### src/rtl/tim1_pkg.sv
// Shared definitions for the TIM1 channel-1 dead-time generator:
// FSM state encoding, default dead-time width and the settle-state helper.
package tim1_pkg;

  localparam int DT_W_DEF = 8;

  typedef enum logic [2:0] {
    ST_IDLE    = 3'd0,
    ST_COMP_ON = 3'd1,
    ST_DEAD_R  = 3'd2,
    ST_MAIN_ON = 3'd3,
    ST_DEAD_F  = 3'd4
  } dtg_state_e;

  // Steady state that matches a reference level, used whenever no dead time applies.
  function automatic dtg_state_e settle_state(input logic ref_lvl);
    return ref_lvl ? ST_MAIN_ON : ST_COMP_ON;
  endfunction

endpackage

### src/rtl/tim1_dt_cnt.sv
// Loadable down-counter for the dead-time interval; zero_o flags an expired count.
module tim1_dt_cnt
  import tim1_pkg::*;
#(
  parameter int DT_W = DT_W_DEF
) (
  input  logic            clk,
  input  logic            rst_n,
  input  logic            load_i,
  input  logic [DT_W-1:0] load_val_i,
  input  logic            dec_i,
  output logic            zero_o
);

  logic [DT_W-1:0] cnt_q, cnt_d;

  always_comb begin
    cnt_d = cnt_q;
    if (load_i) begin
      cnt_d = load_val_i;
    end else if (dec_i && (cnt_q != '0)) begin
      cnt_d = cnt_q - 1'b1;
    end
  end

  always_ff @(posedge clk or negedge rst_n) begin
    if (!rst_n) begin
      cnt_q <= '0;
    end else begin
      cnt_q <= cnt_d;
    end
  end

  assign zero_o = (cnt_q == '0);

endmodule

### src/rtl/tim1_dtg.sv
// Channel-1 complementary output stage with dead-time insertion, polarity,
// single-output modes and main-output-enable idle forcing. All outputs registered.
module tim1_dtg
  import tim1_pkg::*;
#(
  parameter int DT_W = DT_W_DEF
) (
  input  logic            clk,
  input  logic            rst_n,
  input  logic            i_oc1ref,
  input  logic            i_cc1E,
  input  logic            i_cc1P,
  input  logic            i_cc1NE,
  input  logic            i_cc1NP,
  input  logic            i_moe,
  input  logic            i_ois1,
  input  logic            i_ois1n,
  input  logic [DT_W-1:0] i_dtg,
  output logic            o_oc1,
  output logic            o_oc1n,
  output logic            o_dt_busy,
  output logic [2:0]      o_dbg_state
);

  dtg_state_e      state_q, state_d;
  logic            cc1e_q, cc1ne_q;
  logic            oc1_q, oc1_d, oc1n_q, oc1n_d, busy_q, busy_d;
  logic            cnt_load, cnt_dec, cnt_zero;
  logic            comp_mode, en_chg, dt_zero;
  logic [DT_W-1:0] dtg_m1;

  assign comp_mode = i_cc1E & i_cc1NE;
  assign en_chg    = (i_cc1E != cc1e_q) | (i_cc1NE != cc1ne_q);
  assign dt_zero   = (i_dtg == '0);
  // Loading dtg-1 makes the settled state appear exactly dtg edges after the ref edge.
  assign dtg_m1    = i_dtg - 1'b1;

  tim1_dt_cnt #(.DT_W(DT_W)) u_dt_cnt (
    .clk        (clk),
    .rst_n      (rst_n),
    .load_i     (cnt_load),
    .load_val_i (dtg_m1),
    .dec_i      (cnt_dec),
    .zero_o     (cnt_zero)
  );

  always_comb begin
    state_d  = state_q;
    cnt_load = 1'b0;
    cnt_dec  = 1'b0;
    if (!i_moe) begin
      state_d = ST_IDLE;
    end else if ((state_q == ST_IDLE) || !comp_mode || en_chg) begin
      state_d = settle_state(i_oc1ref);
    end else begin
      case (state_q)
        ST_COMP_ON: if (i_oc1ref) begin
          state_d  = dt_zero ? ST_MAIN_ON : ST_DEAD_R;
          cnt_load = !dt_zero;
        end
        ST_MAIN_ON: if (!i_oc1ref) begin
          state_d  = dt_zero ? ST_COMP_ON : ST_DEAD_F;
          cnt_load = !dt_zero;
        end
        ST_DEAD_R: if (!i_oc1ref) begin
          state_d  = dt_zero ? ST_COMP_ON : ST_DEAD_F;
          cnt_load = !dt_zero;
        end else if (cnt_zero) begin
          state_d = ST_MAIN_ON;
        end else begin
          cnt_dec = 1'b1;
        end
        ST_DEAD_F: if (i_oc1ref) begin
          state_d  = dt_zero ? ST_MAIN_ON : ST_DEAD_R;
          cnt_load = !dt_zero;
        end else if (cnt_zero) begin
          state_d = ST_COMP_ON;
        end else begin
          cnt_dec = 1'b1;
        end
        default: state_d = ST_IDLE;
      endcase
    end
  end

  always_comb begin
    oc1_d  = i_cc1P ^ (i_cc1E & (state_d == ST_MAIN_ON));
    oc1n_d = i_cc1NP ^ (i_cc1NE & (state_d == ST_COMP_ON));
    busy_d = (state_d == ST_DEAD_R) | (state_d == ST_DEAD_F);
    if (!i_moe) begin
      oc1_d  = i_ois1;
      oc1n_d = i_ois1n;
    end
  end

  always_ff @(posedge clk or negedge rst_n) begin
    if (!rst_n) begin
      state_q <= ST_IDLE;
      cc1e_q  <= 1'b0;
      cc1ne_q <= 1'b0;
      oc1_q   <= 1'b0;
      oc1n_q  <= 1'b0;
      busy_q  <= 1'b0;
    end else begin
      state_q <= state_d;
      cc1e_q  <= i_cc1E;
      cc1ne_q <= i_cc1NE;
      oc1_q   <= oc1_d;
      oc1n_q  <= oc1n_d;
      busy_q  <= busy_d;
    end
  end

  assign o_oc1       = oc1_q;
  assign o_oc1n      = oc1n_q;
  assign o_dt_busy   = busy_q;
  assign o_dbg_state = state_q;

endmodule

### config.mk
export PLATFORM = sky130hd
export DESIGN_NAME = tim1_dtg
export DESIGN_NICKNAME = d
export VERILOG_FILES = /design/src/rtl/tim1_pkg.sv /design/src/rtl/tim1_dt_cnt.sv /design/src/rtl/tim1_dtg.sv
export SDC_FILE = /design/constraint.sdc
export NUM_CORES = 1
export LEC_CHECK = 0
export CAP_MARGIN = 30
export CORE_AREA = 3 3 56 58
export DETAILED_ROUTE_END_ITERATION = 7
export DIE_AREA = 0 0 59 61
export PLACE_DENSITY = 0.73
export SLEW_MARGIN = 15
export SYNTH_ARGS = -nofsm -noshare
export SYNTH_HDL_FRONTEND = slang
export SYNTH_SLANG_ARGS = --single-unit
### constraint.sdc
create_clock -name clk -period 2.8 [get_ports clk]
set_clock_uncertainty 0.2 [all_clocks]
set_input_delay 0.56 -clock clk [delete_from_list [all_inputs] [get_ports clk]]
set_output_delay 0.56 -clock clk [all_outputs]
set_load 0.005 [all_outputs]
==> qor.yml, run 1 <==
status: "finished, final reports clean"
whs_ns: 0.424
clock_path_buffers: 2
final_antenna_net_count: 0
synth_top_cell_by_area: "dfrtp_1"
hpwl_um: 2640
drt-initial-drc-count: 60
die_h_um: 61
p_per_area_nw_per_um2: 536
post_layout_nonfiller_instances: 205
htree_levels: 1
die-area_um2: 3600
cts-hold-fix-buffers: 0
slew_viol_final: 0
layout_common_cells: "buf_4, clkdlybuf4s50_1, dfrtp_1, nor2_1, nand2_1"
antenna_found_initial: 0
path_class: "in2reg"
place_congestion: 0.870
leakage_nw: 0.745
grt_pass1_wl_um: 5530
totalWireLength_um: 3380
r2r_end: "u_dt_cnt.cnt_q[2]$_DFFE_PN0P_"
hold_viol_final: 0
p_clk_share_pct: 16.4
reg2regPathDepth: 10
slew-limit-headroom_pct: 50.0
crit-reg2reg-launch: "o_dbg_state[2]$_DFF_PN0_"
synth_edf_count: 0
fmax_mhz: 369
final.period_utilization_pct: 96.8
final_common_cell: "buf_4"
synthCells: 119
power.switching_w: 0.000356
cts.clk_slew.worst_paths_ns: 0.10
startpoint: "i_dtg[2]"
setup_violations: 0
clock_latency_ns: 0.29
pwr-share-seq_pct: 38.7
die_w_um: 59
tritoncts: "built"
grt-ovfl-total: 0
cp-start-kind: "input pin"
grt_pass1_vias: 1261
final.fill_count: 230
viasPerCell: 5.96
yosys-top-cells-area: "dfrtp_1, nor2_1, nor4_4"
seq_area_frac_synth_pct: 33.0
port_buffers: 23
num_antenna_cells: 0
final_nets: 194
maxCapViolations: 0
drc: 0
num_vias: 1221
grt_usage_pct: 20.4
ys.flop_type: "dfrtp_1"
ios: 24
dpl.cell_count: 196
swShare_pct: 37.3
cp.arrival_ns: 2.74
worstPathMaxFanout: 7
yosys_register_bits: 16
syn-cell-area_um2: 1210
num_rows: 19
synthToLayoutAreaGrowth_pct: 46.7
syn_area_per_cell_um2: 10.2
ys_types: 52
clock-sinks: 16
r2r_slack_ns: 0.25
coreArea_um2: 2710
first_pass_iters: 4
ir_drop_uv: 354
async_reset_ff_share_pct: 100
crit_end: "u_dt_cnt.cnt_q[2]$_DFFE_PN0P_"
yosysTopAreaCellShare_pct: 33.0
synth_nets: 138
hp-class: "reg2reg"
drive_above_1_share_pct: 36.2
worst_slew_pin_slew_ns: 0.748
grt_max_degree: 17
cts_buffers: 3
combPwrFrac_pct: 44.9
synth_warnings: 0
drt-wirelength-per-cell_um: 16.5
cts-root-buf: "clkbuf_4"
initial_utilization_pct: 44.8
fin_setup_tns_ns: 0
final.min_clock_period_ns: 2.71
end_kind: "flop"
cell_internal_pwr_w: 0.000599
required_ns: 2.83
==> repair_timing <==
action                                  4_1_cts  5_1_grt
endpoints found under the setup margin        3        3
buffers inserted                              2        3
pin swaps                                     2        7
gates resized for setup                       5        4
cloned                                        0        0
==> power groups by stage <==
| stage | combinational, W | sequential (W) | clock [W] |
|---|---|---|---|
| floorplan | 0.000229 | 0.000342 | 0 |
| CTS | 0.000407 | 0.000362 | 0.000160 |
| global placement | 0.000343 | 0.000362 | 0 |
| detailed placement | 0.000356 | 0.000362 | 0 |
| global route | 0.000462 | 0.000374 | 0.000171 |
| finish | 0.000429 | 0.000370 | 0.000157 |
==> metrics by stage <==
stage / utilization, % / setup WS (ns) / power, W / cell area [um^2]
2_1_floorplan: - / 0.0563 / 0.000571 / 1220
3_3_place_gp: 61.3 / -0.351 / 0.000705 / 1660
3_5_place_dp: 61.3 / -0.441 / 0.000718 / 1660
4_1_cts: 64.3 / 0.0207 / 0.000929 / 1740
5_1_grt: 65.7 / -0.0248 / 0.00101 / 1780
6_report: 65.7 / 0.0885 / 0.000955 / 1780
==> metal layers <==
metal	GRT usage [%]	up-vias	part of all wire (%)
li1	-	574	-
met1	20.9	592	39
met2	39.0	48	53
met3	4.89	7	5.8
met4	9.06	0	1.8
met5	0	-	0
==> cell families after synthesis <==
group / share of synthesized area (%)
buffers and inverters: 3.71
AND/OR/NAND/NOR: 31.2
adder cells (fa/ha/maj): 1.03
flip-flops: 33.0
AO/OA/AOI/OAI: 25.2
multiplexers: 3.71
XOR/XNOR: 2.16
==> cell type report <==
type	instances	area, um^2	area share (%)
Clock buffer	4	36.3	2.04
Timing Repair Buffer	55	477	26.8
Sequential cell	16	400	22.5
Tap cell	31	38.8	2.18
Inverter	4	20.0	1.12
Multi-Input combinational cell	95	810	45.4
==> flip-flops by register name, summed over array words and instances (netlist names) <==
register and flops:
cc1e_q 1, o_dt_busy 1, cc1ne_q 1, o_oc1n 1
o_oc1 1, o_dbg_state 3, u_dt_cnt.cnt_q 8
==> worst max-delay path, cell delays in order <==
cell	delay, ns
clkdlybuf4s50_1	0.46
nor4_4	0.27
buf_4	0.18
nand2_4	0.07
nand4bb_4	0.11
mux2i_1	0.33
ha_4	0.24
buf_4	0.12
nor2_1	0.03
mux2i_1	0.13
o2111ai_1	0.11
nor2_1	0.12
==> Yosys cell counts (2+ instances only) <==
cell type and instances:
a211oi_1 2, a21oi_1 7, a311oi_1 2, a31oi_1 3
buf_2 2, dfrtp_1 16, inv_1 2, mux2i_1 3
nand2_1 9, nand3_1 6, nand4_1 2, nand4b_1 2
nor2_1 12, nor3_1 4, nor4_2 3, nor4_4 2
o2111ai_1 2, o211ai_1 2, o21ai_4 2, or3_1 2
xor2_1 3
==> how the worst min path moves through the flow <==
stage                                  start                             to  slack (ns)  cells after the start
6_report       u_dt_cnt.cnt_q[5]$_DFFE_PN0P_  u_dt_cnt.cnt_q[5]$_DFFE_PN0P_        0.42                      1
5_1_grt        u_dt_cnt.cnt_q[5]$_DFFE_PN0P_  u_dt_cnt.cnt_q[5]$_DFFE_PN0P_        0.44                      1
4_1_cts        u_dt_cnt.cnt_q[5]$_DFFE_PN0P_  u_dt_cnt.cnt_q[5]$_DFFE_PN0P_        0.42                      1
3_5_place_dp   u_dt_cnt.cnt_q[0]$_DFFE_PN0P_  u_dt_cnt.cnt_q[0]$_DFFE_PN0P_        0.38                      1
3_3_place_gp   u_dt_cnt.cnt_q[5]$_DFFE_PN0P_  u_dt_cnt.cnt_q[5]$_DFFE_PN0P_        0.38                      1
2_1_floorplan                          rst_n               cc1e_q$_DFF_PN0_        0.06                      0
Power figures use the tool's default switching activity.
==> run 2: changes to the inputs <==
Settings changed: RECOVER_POWER set to 25.
==> run 2 against run 1 <==
Net effect: fmax fell by 0.25%; die area unchanged; utilization did not move; sequential share of layout area unchanged; largest cell class unchanged; largest power group unchanged; highest routed layer unchanged.
==> qor.yml, run 2 (synthesized netlist as in run 1, its figures left out) <==
slew_viol_final: 0
met2WireLength_um: 1800
die_h_um: 61
grt_pass1_wl_um: 5530
num_rows: 19
final_nets: 194
clock-sinks: 16
drc: 0
ir_drop_uv: 354
final.min_clock_period_ns: 2.72
wl_met3_um: 194
final_common_cell: "buf_4"
htree_levels: 1
cts.clk_slew.worst_paths_ns: 0.10
num_vias: 1224
regMostFlops: "u_dt_cnt.cnt_q"
ios: 24
status: "finished, final reports clean"
final_antenna_net_count: 0
slew-limit-headroom_pct: 49.7
holdCritStartpoint: "u_dt_cnt.cnt_q[5]$_DFFE_PN0P_"
p_clk_share_pct: 16.4
cp.arrival_ns: 2.75
grt-ovfl-total: 0
fmax_mhz: 368
initial_utilization_pct: 44.8
power.switching_w: 0.000356
drt-initial-drc-count: 59
num_antenna_cells: 0
drt-wirelength-per-cell_um: 16.5
cell_internal_pwr_w: 0.000598
end_kind: "flop"
coreArea_um2: 2710
drive_above_1_share_pct: 36.2
setup_violations: 0
pwr-share-seq_pct: 38.7
cp-start-kind: "input pin"
p_per_area_nw_per_um2: 536
place_congestion: 0.870
reg2regPathDepth: 10
maxCapViolations: 0
whs_endpoint: "u_dt_cnt.cnt_q[5]$_DFFE_PN0P_"
grt_max_degree: 17
die_w_um: 59
crit-reg2reg-launch: "o_dbg_state[2]$_DFF_PN0_"
r2r_slack_ns: 0.26
r2r_end: "u_dt_cnt.cnt_q[2]$_DFFE_PN0P_"
hold_depth: 1
layout_common_cells: "buf_4, clkdlybuf4s50_1, dfrtp_1, nor2_1, nand2_1"
viasPerCell: 5.97
combPwrFrac_pct: 44.8
swShare_pct: 37.3
worstPathMaxFanout: 7
worst_slew_pin_slew_ns: 0.753
required_ns: 2.83
wl_met1_um: 1320
hpwl_um: 2640
grt_usage_pct: 20.4
cts-root-buf: "clkbuf_4"
final_util_pct: 65.7
hp-class: "reg2reg"
final.period_utilization_pct: 97.1
first_pass_iters: 4
synthToLayoutAreaGrowth_pct: 46.7
hold_viol_final: 0
port_buffers: 23
clock_latency_ns: 0.29
totalWireLength_um: 3380
largest_register_ffs: 8
leakage_nw: 0.745
tritoncts: "built"
antenna_found_initial: 0
cts_buffers: 3
die-area_um2: 3600
clock_path_buffers: 2
top_layer_used: "met4"
finalPower_w: 0.000955
path_class: "in2reg"
grt_pass1_vias: 1261
## run 2: cell count changes in the layout (fill, tap and decap cells not counted), sizes merged
cell           previous run  this run
clkdlybuf4s50            22        19
dlygate4sd3               0         3
## run 2: worst max-delay path by stage
stage	from	end	slack (ns)
finish	i_cc1NE	u_dt_cnt.cnt_q[2]$_DFFE_PN0P_	0.08
global route	i_dtg[2]	u_dt_cnt.cnt_q[2]$_DFFE_PN0P_	-0.02
CTS	i_oc1ref	u_dt_cnt.cnt_q[2]$_DFFE_PN0P_	0.02
detailed placement	i_oc1ref	u_dt_cnt.cnt_q[6]$_DFFE_PN0P_	-0.44
global placement	i_oc1ref	u_dt_cnt.cnt_q[2]$_DFFE_PN0P_	-0.35
floorplan	i_oc1ref	u_dt_cnt.cnt_q[2]$_DFFE_PN0P_	0.06
## run 2: metal layers
layer,vias up,global-route usage [%]
met5,-,0
met4,0,9.06
met3,7,4.89
met2,48,39.0
met1,595,20.9
li1,574,-
## run 2: power groups by stage
stage | clock (W) | sequential (W) | combinational (W)
2_1_floorplan | 0 | 0.000342 | 0.000229
3_3_place_gp | 0 | 0.000362 | 0.000343
3_5_place_dp | 0 | 0.000362 | 0.000356
4_1_cts | 0.000160 | 0.000362 | 0.000407
5_1_grt | 0.000171 | 0.000374 | 0.000461
6_report | 0.000157 | 0.000370 | 0.000428
## run 2: timing repair
| action | in CTS | in global routing |
|---|---|---|
| setup endpoints to repair | 3 | 3 |
| setup buffers | 2 | 3 |
| pin swaps | 2 | 7 |
| resized for setup | 5 | 4 |
| hold buffers | 0 | 0 |
## run 2: critical path, cell delays in order
cell and delay, ns:
dlygate4sd3_1 0.58, nand4_1 0.14, buf_4 0.17, nand4bb_4 0.24, mux2i_1 0.30, ha_4 0.24
buf_4 0.12, nor2_1 0.03, mux2i_1 0.13, o2111ai_1 0.11, nor2_1 0.12
## run 2: area by class of cell
type                    instances  area [um^2]
repair buffers                 55          477
well taps                      31         38.8
clock buffers                   4         36.3
multi-input cells              95          810
inverters                       4         20.0
fillers                       230          928
flip-flops and latches         16          400
## run 2: through the flow
step	instance area (um^2)	cells	setup slack, ns	setup TNS, ns	hold slack, ns
6_report	1780	205	0.0817	0	0.424
5_1_grt	1780	205	-0.0248	-0.0248	0.442
4_1_cts	1740	202	0.0207	0	0.416
3_5_place_dp	1660	196	-0.441	-2.18	0.379
3_3_place_gp	1660	196	-0.351	-1.68	0.376
2_1_floorplan	1220	119	0.0563	0	0.0644
